**config.mk**
```make
export PLATFORM = sky130hd
export DESIGN_NAME = period_meter
export DESIGN_NICKNAME = d
export VERILOG_FILES = /design/src/rtl/period_meter.sv
export SDC_FILE = /design/constraint.sdc
export NUM_CORES = 1
export LEC_CHECK = 0
export ABC_AREA = 0
export CORE_UTILIZATION = 57
export DETAILED_ROUTE_END_ITERATION = 10
export GPL_ROUTABILITY_DRIVEN = 0
export GPL_TIMING_DRIVEN = 0
export PLACE_DENSITY = 0.8
export SYNTH_ARGS = -nofsm -noshare
export SYNTH_HDL_FRONTEND = slang
export SYNTH_SLANG_ARGS = --single-unit
```
**constraint.sdc**
```tcl
create_clock -name clk -period 4.3 [get_ports clk]
set_input_delay 0.86 -clock clk [delete_from_list [all_inputs] [get_ports clk]]
set_output_delay 0.86 -clock clk [all_outputs]
set_load 0.01 [all_outputs]
```
**src/rtl/period_meter.sv**
```systemverilog
// Measures the period of synchronous input si in whole milliseconds (truncated, saturating).
// Define PRD_AVG_EN to average over 2^AVG_LOG2 consecutive periods.
module period_meter #(
  parameter int unsigned CLK_PER_MS = 100_000,
  parameter int unsigned PRD_W      = 10,
  parameter int unsigned AVG_LOG2   = 2
) (
  input  logic             clk,
  input  logic             reset,
  input  logic             start,
  input  logic             si,
  output logic             ready,
  output logic             done_tick,
  output logic [PRD_W-1:0] prd,
  output logic             ovf
);

  localparam int unsigned T_W = (CLK_PER_MS > 2) ? $clog2(CLK_PER_MS) : 1;
`ifdef PRD_AVG_EN
  localparam int unsigned P_W = PRD_W + AVG_LOG2;
  localparam int unsigned E_W = AVG_LOG2 + 1;
  localparam logic [E_W-1:0] E_LAST = E_W'((1 << AVG_LOG2) - 1);
`else
  localparam int unsigned P_W = PRD_W;
`endif
  localparam logic [T_W-1:0] T_LAST = T_W'(CLK_PER_MS - 1);
  localparam logic [P_W-1:0] P_MAX  = '1;

  if (CLK_PER_MS < 2 || AVG_LOG2 > 16) begin : g_bad_param
    $error("period_meter: CLK_PER_MS must be >= 2 and AVG_LOG2 <= 16");
  end

  typedef enum logic [1:0] {IDLE, WAITE, COUNT, DONE} state_e;

  state_e           state_q;
  logic             si_q;
  logic [T_W-1:0]   t_q;
  logic [P_W-1:0]   p_q;
  logic             ovf_int_q;
  logic [PRD_W-1:0] prd_q;
  logic             ovf_q;
  logic             done_q;
  logic             si_edge;
  logic             last_edge;
  logic [PRD_W-1:0] prd_res;

  assign si_edge = si & ~si_q;

`ifdef PRD_AVG_EN
  logic [E_W-1:0] ecnt_q;

  // Edge counter picks the edge that closes the averaging window.
  always_ff @(posedge clk or negedge reset) begin
    if (!reset) begin
      ecnt_q <= '0;
    end else if (state_q == WAITE) begin
      ecnt_q <= '0;
    end else if (state_q == COUNT && si_edge) begin
      ecnt_q <= ecnt_q + 1'b1;
    end
  end

  assign last_edge = (ecnt_q == E_LAST);
  assign prd_res   = PRD_W'(p_q >> AVG_LOG2);
`else
  assign last_edge = 1'b1;
  assign prd_res   = p_q;
`endif

  always_ff @(posedge clk or negedge reset) begin
    if (!reset) begin
      state_q   <= IDLE;
      si_q      <= 1'b0;
      t_q       <= '0;
      p_q       <= '0;
      ovf_int_q <= 1'b0;
      prd_q     <= '0;
      ovf_q     <= 1'b0;
      done_q    <= 1'b0;
    end else begin
      si_q   <= si;
      done_q <= 1'b0;
      unique case (state_q)
        IDLE: begin
          if (start) state_q <= WAITE;
        end
        WAITE: begin
          // The arming edge cycle already counts as one elapsed cycle.
          if (si_edge) begin
            state_q   <= COUNT;
            t_q       <= T_W'(1);
            p_q       <= '0;
            ovf_int_q <= 1'b0;
          end
        end
        COUNT: begin
          if (si_edge && last_edge) begin
            state_q <= DONE;
            done_q  <= 1'b1;
            prd_q   <= prd_res;
            ovf_q   <= ovf_int_q;
          end else if (t_q == T_LAST) begin
            t_q <= '0;
            if (p_q != P_MAX) p_q <= p_q + 1'b1;
            else              ovf_int_q <= 1'b1;
          end else begin
            t_q <= t_q + 1'b1;
          end
        end
        DONE: begin
          state_q <= IDLE;
        end
        default: state_q <= IDLE;
      endcase
    end
  end

  assign ready     = (state_q == IDLE);
  assign done_tick = done_q;
  assign prd       = prd_q;
  assign ovf       = ovf_q;

endmodule
```
Word level (Yosys, flattened, before mapping)
Index checks and enable logic that the tools add are counted.
{ "word_totals": {"rom_bits": 0, "in_bits": 4, "register_bits": 43, "mem_bits_rw": 0, "n_memories": 0, "out_inout_bits": 13, "latch_bits": 0} }
{ "classes": {"n_mul": 0, "mux": 20, "order_cmp": 0, "n_bitwise": 2, "n_div": 0, "n_reduce_logical": 7, "shifts": 0, "eq_ne": 12, "n_addsub": 2} }
{ "ops": {"columns": ["operator", "count"], "rows": [
  ["$mux 17", 3],
  ["$mux 10", 4],
  ["$pmux 17 s2", 1],
  ["$pmux 10 s2", 1],
  ["$add 17x1->17 const B", 1],
  ["$eq 17x17->1 const B", 1],
  ["$ne 2x2->1 const B", 7],
  ["$add 10x1->10 const B", 1],
  ["$ne 10x10->1 const B", 1],
  ["$reduce_and 5->1", 2],
  ["$pmux 2 s4", 1],
  ["$mux 1", 6],
  ["$mux 2", 3],
  ["$reduce_and 3->1", 2],
  ["$eq 2x2->1 const B", 2],
  ["$eq 2x1->1 const B", 1],
  ["$logic_not 2->1", 1],
  ["$pmux 1 s2", 1],
  ["$reduce_and 2->1", 1],
  ["$reduce_bool 2->1", 1],
  ["$and 1x1->1", 1],
  ["$not 1->1", 1]
]} }

Longest topological paths before layout
Gate-level depths: netlist of run 1.
{ "depth": {"depth_word": 5, "ltp_mapped": 8, "depth_no_buf": 7} }

Worst setup path after synthesis of run 1
No wires, ideal clock.
{ "synth_path": {"path_type": "input to register", "from": "input si", "to": "register t_q[12]", "path_slack_ns": 2.202, "required_time_ns": 4.168, "cell_stages": 7, "arrival_ns": 1.966, "path_cell_list": "nor2b_1 > buf_6 > o21a_4 > buf_6 > nor4_1 > xnor2_1 > nor2_1"} }
{ "synth_via": {"elab_chain_cells": 3, "elab_cells_between_ends": 4, "classes_between": "eq/ne (2); bitwise (1); reduce/logical (1)"} }
{ "synth_lines": {"columns": ["item", "line_no", "rtl"], "rows": [
  ["start: declaration", "11", "input logic si,"],
  ["$and 1x1->1 *", "47", "assign si_edge = si & ~si_q;"],
  ["$ne 2x2->1 (no source line)", null, null],
  ["$reduce_and 3->1 (no source line) *", null, null],
  ["end signal: assignment", "107", "t_q <= t_q + 1'b1;"],
  ["end: declaration", "37", "logic [T_W-1:0] t_q;"]
]} }
Mark *: on every way between the ends. The rest lies on a longest branch, timed or not.
A chain may end at the register's enable or synchronous reset.

Final worst setup path of run 1
{ "layout_path": {"from": "input si", "to": "register p_q[9]"} }
{ "layout_via": {"elab_chain_cells": 3, "elab_cells_between_ends": 4, "classes_between": "eq/ne (2); bitwise (1); reduce/logical (1)"} }
{ "layout_lines": {"columns": ["item", "line_no", "rtl"], "rows": [
  ["$and 1x1->1 *", "47", null],
  ["$ne 2x2->1 (no source line)", null, null],
  ["$reduce_and 5->1 (no source line) *", null, null],
  ["end signal: assignment", "104", "if (p_q != P_MAX) p_q <= p_q + 1'b1;"],
  ["end: declaration", "38", "logic [P_W-1:0] p_q;"]
]} }
Marked as above.

==> summary.md, run 1 <==
| Metric | Value |
|---|---|
| Total number of H-tree levels | `2` |
| #FFs+latches synth | `43` |
| Max_cap viols | `0` |
| Fin nets | `256` |
| Hold buffer count at cts | `0` |
| Die Y | `64.9 um` |
| Worst hold path class | `input pin to async pin` |
| Vias per cell | `6.00` |
| Max incr delay on CP | `0.47 ns` |
| Syn_nets | `232` |
| # fillers | `324` |
| Fin crit share | `60.1%` |
| Drt pass-1 iters | `5` |
| R2R depth | `8` |
| Leak Pwr | `1.12 nW` |
| Mapped Area | `2260 sq um` |
| Post-synth top flop | `dfrtp_1` |
| Layout cells sized above 1 | `11.7%` |
| First-pass GRT wire length | `7790 um` |
| Simple-Gate Fraction of Synth Area | `24.9%` |
| Initial antenna violation count | `0` |
| Dpl hpwl | `3090 um` |
| Main combinational cell family by area after synthesis | `simple AND/OR/NAND/NOR gates` |
| Critical Path AT | `2.77 ns` |
| Clk_skew | `0.0100 ns` |
| Xor-xnor portion of the synthesized cell area | `5.04%` |
| Status | `finished, final reports clean` |
| Ports | `17` |
| Core Area | `3740 sq um` |
| CP max-delay cell | `clkdlybuf4s50_1` |
| Crit-path max FO | `10` |
| Clk buf depth | `2` |
| Pwr/cell area | `457 nW/um^2` |
| RSZ-0062 raised after global routing | `no` |
| Fraction of synthesized area in multiplexers | `6.87%` |
| Clk pin slew, worst setup/hold paths | `0.08 ns` |
| Endpoint class of the critical path | `register` |
| Adder-cell share of the synthesized area | `2.77%` |
| All-layer global routing usage | `24.0%` |
| Via count | `1776` |
| Yosys warnings | `0` |
| Seq/Total Area, Yosys | `47.6%` |
| Total negative setup slack | `0 ns` |
| Post-route cell area | `2570 sq um` |
| Critical Path Stages | `8` |
| Starting Density | `60.3%` |
| Clock net sink count | `43` |
| Die span in x | `64.9 um` |
| CP delay by family, top | `buffers and inverters` |
| Vias in the first global route | `1702` |
| Final core utilization | `68.8%` |
| GR Overflow Total | `0` |
| Seq. cell area | `1080 sq um` |
| Clock Latency Late Sink | `0.30 ns` |
| Crit start category | `input pin` |
| Maximum clock frequency | `387 MHz` |
| Ys async rst share | `100%` |
| Antenna diodes | `0` |
| Hold Vio Cnt, Final | `0` |
| WL per Instance | `15.0 um` |
| Area Growth Syn to Fin | `14.0%` |
| Worst slew pin tran | `0.731 ns` |
| Std cell rows | `22` |
| Critical path class | `input pin to register` |
| Routed Antenna Nets | `0` |
| Setup WS post-layout | `1.72 ns` |
| Distinct cells, synth | `44` |
| CTS Buf Count | `5` |
| Setup Viol. Count Final | `0` |
| Slew Limit Fails | `0` |
| Worst Path Required | `4.49 ns` |
| Compound-Gate Fraction of Synth Area | `9.97%` |
| Post-synth EDFFs | `0` |
| Gate count of the mapped netlist | `223` |
| CP cell instances | `clkdlybuf4s50_1, nor2b_1, buf_6, o21a_4, a21oi_2, buf_2, mux2i_1, nand2_1` |
| Post-CTS Setup Bufs | `0` |
| CTS tree | `done` |
| Drc violations | `0` |
| Setup slack at placement | `1.42 ns` |
| Max_slew headroom | `50.9%` |
| Multi-input logic area | `1120 sq um` |
| Maximum vdd drop | `417 uV` |
| WL final | `4440 um` |
| Minimum clock period | `2.58 ns` |
| Avg Inst Size Synth | `10.1 sq um` |
| DIE AREA | `4220 sq um` |
| Placement Cell Area | `2490 sq um` |
| Initial DRC Count | `108` |
| # resized after CTS | `0` |
| CTS root buf | `clkbuf_8` |
| CP Buf/Inv Count | `3` |
| PortBufs | `16` |
| Pin count of the biggest net entering global routing | `28` |
| Total power | `0.00118 W` |
-- layout make-up --
cell class | count | share of cell area, %
Multi-Input combinational cell | 168 | 43.5
Sequential cell | 43 | 41.8
Timing Repair Buffer | 17 | 6.80
Clock buffer | 7 | 2.96
Tap cell | 48 | 2.33
Buffer | 8 | 1.85
Inverter | 4 | 0.583
Clock inverter | 1 | 0.194
-- cells in the mapped netlist, types with 2 or more instances --
master    instances  area (sq um)
a21oi_1          10          50.1
nor3_1            7          35.0
xnor2_1           6          52.6
nor2_1           26          97.6
nand4_1           8          50.1
mux2i_1           2          20.0
and4_1            3          26.3
o211ai_1          2          15.0
and3_1            5          31.3
or3_1             3          18.8
xor2_1            7          61.3
dfrtp_1          43          1080
nand2_1          20          75.1
nor4b_1           2          17.5
a21o_1            2          15.0
and4bb_1          2          25.0
nand3_1          12          60.1
nor4_1            3          18.8
ha_1              5          62.6
o31ai_1           2          15.0
o21ai_1           2          10.0
o21ai_0           5          25.0
inv_1             4          15.0
buf_6             2          22.5
o21bai_1          2          15.0
nor2b_1           2          12.5
clkbuf_1          4          15.0
nand2b_1          3          18.8
a22o_1            2          17.5
mux2_2           12           135
buf_2             2          10.0
-- placed cells by master (no fill, tap or decap), types with 6 or more instances in the layout --
cell	count
nor2_1	26
nand2_1	20
dfrtp_1	43
xnor2_1	6
nand4_1	8
mux2_2	12
nor3_1	7
clkdlybuf4s50_1	15
nand3_1	12
clkbuf_1	6
xor2_1	7
a21oi_1	10
-- routing by layer --
metal / vias up / share of wire, % / global-route usage (%)
met4: 0 / 1.5 / 10.3
met5: - / 0 / 0
li1: 850 / - / -
met2: 54 / 46 / 35.5
met3: 7 / 4.6 / 3.35
met1: 865 / 48 / 35.0
-- cell families (layout without fill, tap and decap cells) --
family                   Yosys count  after routing
AO/OA/AOI/OAI                     34             34
flip-flops                        43             43
AND/OR/NAND/NOR                  102            102
multiplexers                      14             14
adder cells (fa/ha/maj)            5              5
buffers and inverters             12             37
XOR/XNOR                          13             13
-- sequential cells by signal (all words and copies together) (netlist names) --
signal and count:
prd 10, t_q 17, ovf_int_q 1, done_tick 1, p_q 10, ovf 1, si_q 1, state_q 2
-- through the flow --
stage	std cells	hold WS (ns)
after floorplan	223	0.462
after global placement	287	0.486
after detailed placement	288	0.492
after CTS	296	0.493
after global routing	296	0.512
final	296	0.479
-- path summary, 6_finish.rpt --
check                      slack (ns)     end       start
setup / recovery                 1.72  p_q[9]          si
hold / removal                   0.48  prd[3]       reset
setup reg to reg                 2.12  p_q[9]  state_q[1]
hold reg to reg                  0.51  prd[9]      prd[9]
max in group asynchronous        3.34  t_q[9]       reset
min in group clk                 0.51  prd[9]      prd[9]
-- where the power goes --
group	switching [W]	leakage [nW]	internal, W
clock network	0.000134	0.0422	0.000114
logic	0.000248	0.497	0.000169
registers	0.0000535	0.580	0.000459
total	0.000436	1.12	0.000742
No activity file was read; power rests on OpenSTA's default activity.
==> inputs of run 2 (changes only) <==
==> constraint.sdc (replaced) <==
create_clock -name clk -period 2.45 [get_ports clk]
set_input_delay 0.49 -clock clk [delete_from_list [all_inputs] [get_ports clk]]
set_output_delay 0.49 -clock clk [all_outputs]
set_load 0.01 [all_outputs]
==> results of run 2 <==
Same layout as run 1 (identical final DEF). Status: finished, final reports clean.
Among the figures that moved: setup slack after placement 1.42 ns -> -0.0615 ns; setup slack after layout 1.72 ns -> 0.237 ns; hold slack 0.479 ns -> 0.109 ns; register-to-register setup slack 2.12 ns -> 0.27 ns; total power 0.00118 W -> 0.00207 W; worst IR drop on VDD 417 uV -> 732 uV
==> inputs of run 3 (changes only) <==
--- a/config.mk
+++ b/config.mk
@@ -10,6 +10,7 @@
 export DETAILED_ROUTE_END_ITERATION = 10
 export GPL_ROUTABILITY_DRIVEN = 0
 export GPL_TIMING_DRIVEN = 0
+export MAX_ROUTING_LAYER = met4
 export PLACE_DENSITY = 0.8
 export SYNTH_ARGS = -nofsm -noshare
 export SYNTH_HDL_FRONTEND = slang
==> constraint.sdc (replaced) <==
create_clock -name clk -period 2.28 [get_ports clk]
set_input_delay 0.456 -clock clk [delete_from_list [all_inputs] [get_ports clk]]
set_output_delay 0.456 -clock clk [all_outputs]
set_load 0.01 [all_outputs]
==> run 3 against run 2 <==
Effect of this change:
- first-iteration DRC count is 39% higher
- non-clock buffer count stayed put
- critical endpoint unchanged
- clock power is 7.4% higher
- critical path depth stayed put
==> summary.md, run 3 (synthesis results as in run 1) <==
| Metric | Value |
|---|---|
| Hold buffer count at cts | `0 (unchanged)` |
| R2R depth | `8 (unchanged)` |
| Antenna diodes | `0 (unchanged)` |
| Critical Path AT | `2.35 ns` |
| CTS tree | `done` |
| Max_slew headroom | `50.1% (-0.82 points)` |
| Met2 WL | `2050 um (+0.49%)` |
| Minimum clock period | `2.17 ns` |
| Clk_skew | `0.0101 ns (+0.0000606 ns)` |
| Final core utilization | `68.9% (+0.10 points)` |
| Post-CTS Setup Bufs | `0 (unchanged)` |
| # placed instances | `288 (unchanged)` |
| GR Overflow Total | `0 (unchanged)` |
| Vias per cell | `6.06 (+1.1%)` |
| Commonest non-fill, non-tap cell in the layout | `dfrtp_1` |
| Critical Path Stages | `8 (unchanged)` |
| Clk pwr share | `21.0% (about the same)` |
| Ports | `17 (unchanged)` |
| Max incr delay on CP | `0.47 ns (about the same)` |
| Routed Antenna Nets | `0 (unchanged)` |
| All-layer global routing usage | `24.9% (+0.87 points)` |
| Endpoint class of the critical path | `register` |
| First-pass GRT wire length | `7840 um (+0.62%)` |
| Worst hold slack | `0.0734 ns` |
| Setup Viol. Count Final | `0 (unchanged)` |
| Initial antenna violation count | `0 (unchanged)` |
| Pwr/cell area | `863 nW/um^2` |
| Die Y | `64.9 um (unchanged)` |
| Fin nets | `256 (unchanged)` |
| Layout cells sized above 1 | `12.5% (+0.81 points)` |
| Maximum clock frequency | `462 MHz` |
| Worst Path Required | `2.47 ns` |
| Final cell count without fillers | `296 (unchanged)` |
| CP Buf/Inv Count | `3 (unchanged)` |
| Drt pass-1 iters | `4 (-1)` |
| WL per Instance | `15.1 um (+0.27%)` |
| Leak Pwr | `1.12 nW (about the same)` |
| Detail Route met3 WL | `204 um (-0.97%)` |
| Comb power frac | `35.4% (about the same)` |
| Die span in x | `64.9 um (unchanged)` |
| Largest register FFs | `17 (unchanged)` |
| Via count | `1795 (+1.1%)` |
| Pin count of the biggest net entering global routing | `28 (unchanged)` |
| PortBufs | `16 (unchanged)` |
| # fillers | `323 (-0.31%)` |
| Setup slack at placement | `-0.198 ns` |
| WL final | `4460 um (+0.27%)` |
| Psw | `0.000821 W` |
| Total number of H-tree levels | `2 (unchanged)` |
| Maximum vdd drop | `720 uV` |
| CTS root buf | `clkbuf_8` |
| Worst slew pin tran | `0.744 ns (+0.0122 ns)` |
| Crit start category | `input pin` |
| RSZ-0062 raised after global routing | `no` |
| Setup WS post-layout | `0.113 ns` |
| Clk buf depth | `2 (unchanged)` |
| Register share of total power | `43.6% (about the same)` |
| Clock net sink count | `43 (unchanged)` |
| CP max-delay cell | `clkdlybuf4s50_1` |
| Highest routed layer | `met4` |
| Area Growth Syn to Fin | `14.2%` |
| Status | `finished, final reports clean` |
| P_int | `0.00140 W` |
| Drc violations | `0 (unchanged)` |
| Critical path class | `input pin to register` |
| Max_cap viols | `0 (unchanged)` |
| Clock Latency Late Sink | `0.30 ns (about the same)` |
| DIE AREA | `4220 sq um (unchanged)` |
| Sw Share | `36.9%` |
| Vias in the first global route | `1694 (-0.47%)` |
| Core Area | `3740 sq um (unchanged)` |
| Dpl hpwl | `3090 um (unchanged)` |
| Hold Vio Cnt, Final | `0 (unchanged)` |
| Clk pin slew, worst setup/hold paths | `0.08 ns (about the same)` |
| Crit-path max FO | `10 (unchanged)` |
| Total power | `0.00222 W` |
| Biggest register | `t_q` |
| Wire length on met1 | `2150 um (+0.80%)` |
| CP delay by family, top | `buffers and inverters` |
| CP cell instances | `clkdlybuf4s50_1, nor2b_1, buf_6, o21a_4, a21oi_2, buf_2, mux2i_1, nand2_1` |
| Slew Limit Fails | `0 (unchanged)` |
| Std cell rows | `22 (unchanged)` |
| Most frequent cells in the layout | `43 x dfrtp_1, 26 x nor2_1, 20 x nand2_1` |
| Initial DRC Count | `150 (+39%)` |
| CTS Buf Count | `5 (unchanged)` |
| Starting Density | `60.3% (unchanged)` |
| Fin crit share | `95.0%` |
| Worst hold path class | `input pin to async pin` |
run 3: repair_timing:
| item | in CTS | in global routing |
|---|---|---|
| resized for setup | 0 | 3 |
| hold endpoints to repair | 0 | 0 |
| setup endpoints to repair | 0 | 2 |
run 3: path summary, 6_finish.rpt:
path / startpoint / endpoint / slack, ns
min reg2reg: prd[9] / prd[9] / 0.51
max reg2reg: state_q[0] / p_q[9] / 0.17
min in group clk: prd[9] / prd[9] / 0.51
max in group asynchronous: reset / t_q[11] / 1.73
max: si / p_q[9] / 0.11
min: reset / prd[3] / 0.07
run 3: stage by stage:
step / setup TNS (ns) / area (sq um)
CTS: 0 / 2570
global placement: -16.30 / 2480
detailed placement: -2.68 / 2490
floorplan: 0 / 2260
global route: 0 / 2580
finish: 0 / 2580
run 3: layout make-up:
class | instances | area (sq um) | share of cell area (%)
buffer | 8 | 48.8 | 1.89
clock buffer | 7 | 76.3 | 2.96
clock inverter | 1 | 5.00 | 0.194
inverter | 4 | 15.0 | 0.582
multi-input combinational | 168 | 1120 | 43.5
sequential | 43 | 1080 | 41.7
tap | 48 | 60.1 | 2.33
timing repair buffer | 17 | 175 | 6.79
run 3: metal layers:
metal	track usage, %	up-vias
met5	-	-
met4	8.61	0
met3	4.93	6
met2	35.5	50
met1	35.3	889
li1	-	850
run 3: power by group through the flow:
| stage | Clock [W] | Combinational [W] | Sequential (W) |
|---|---|---|---|
| after global routing | 0.000507 | 0.000872 | 0.000982 |
| final | 0.000467 | 0.000788 | 0.000969 |
| after floorplan | 0 | 0.000541 | 0.000964 |
| after detailed placement | 0 | 0.000781 | 0.000979 |
| after CTS | 0.000475 | 0.000786 | 0.000966 |
| after global placement | 0 | 0.000752 | 0.000972 |
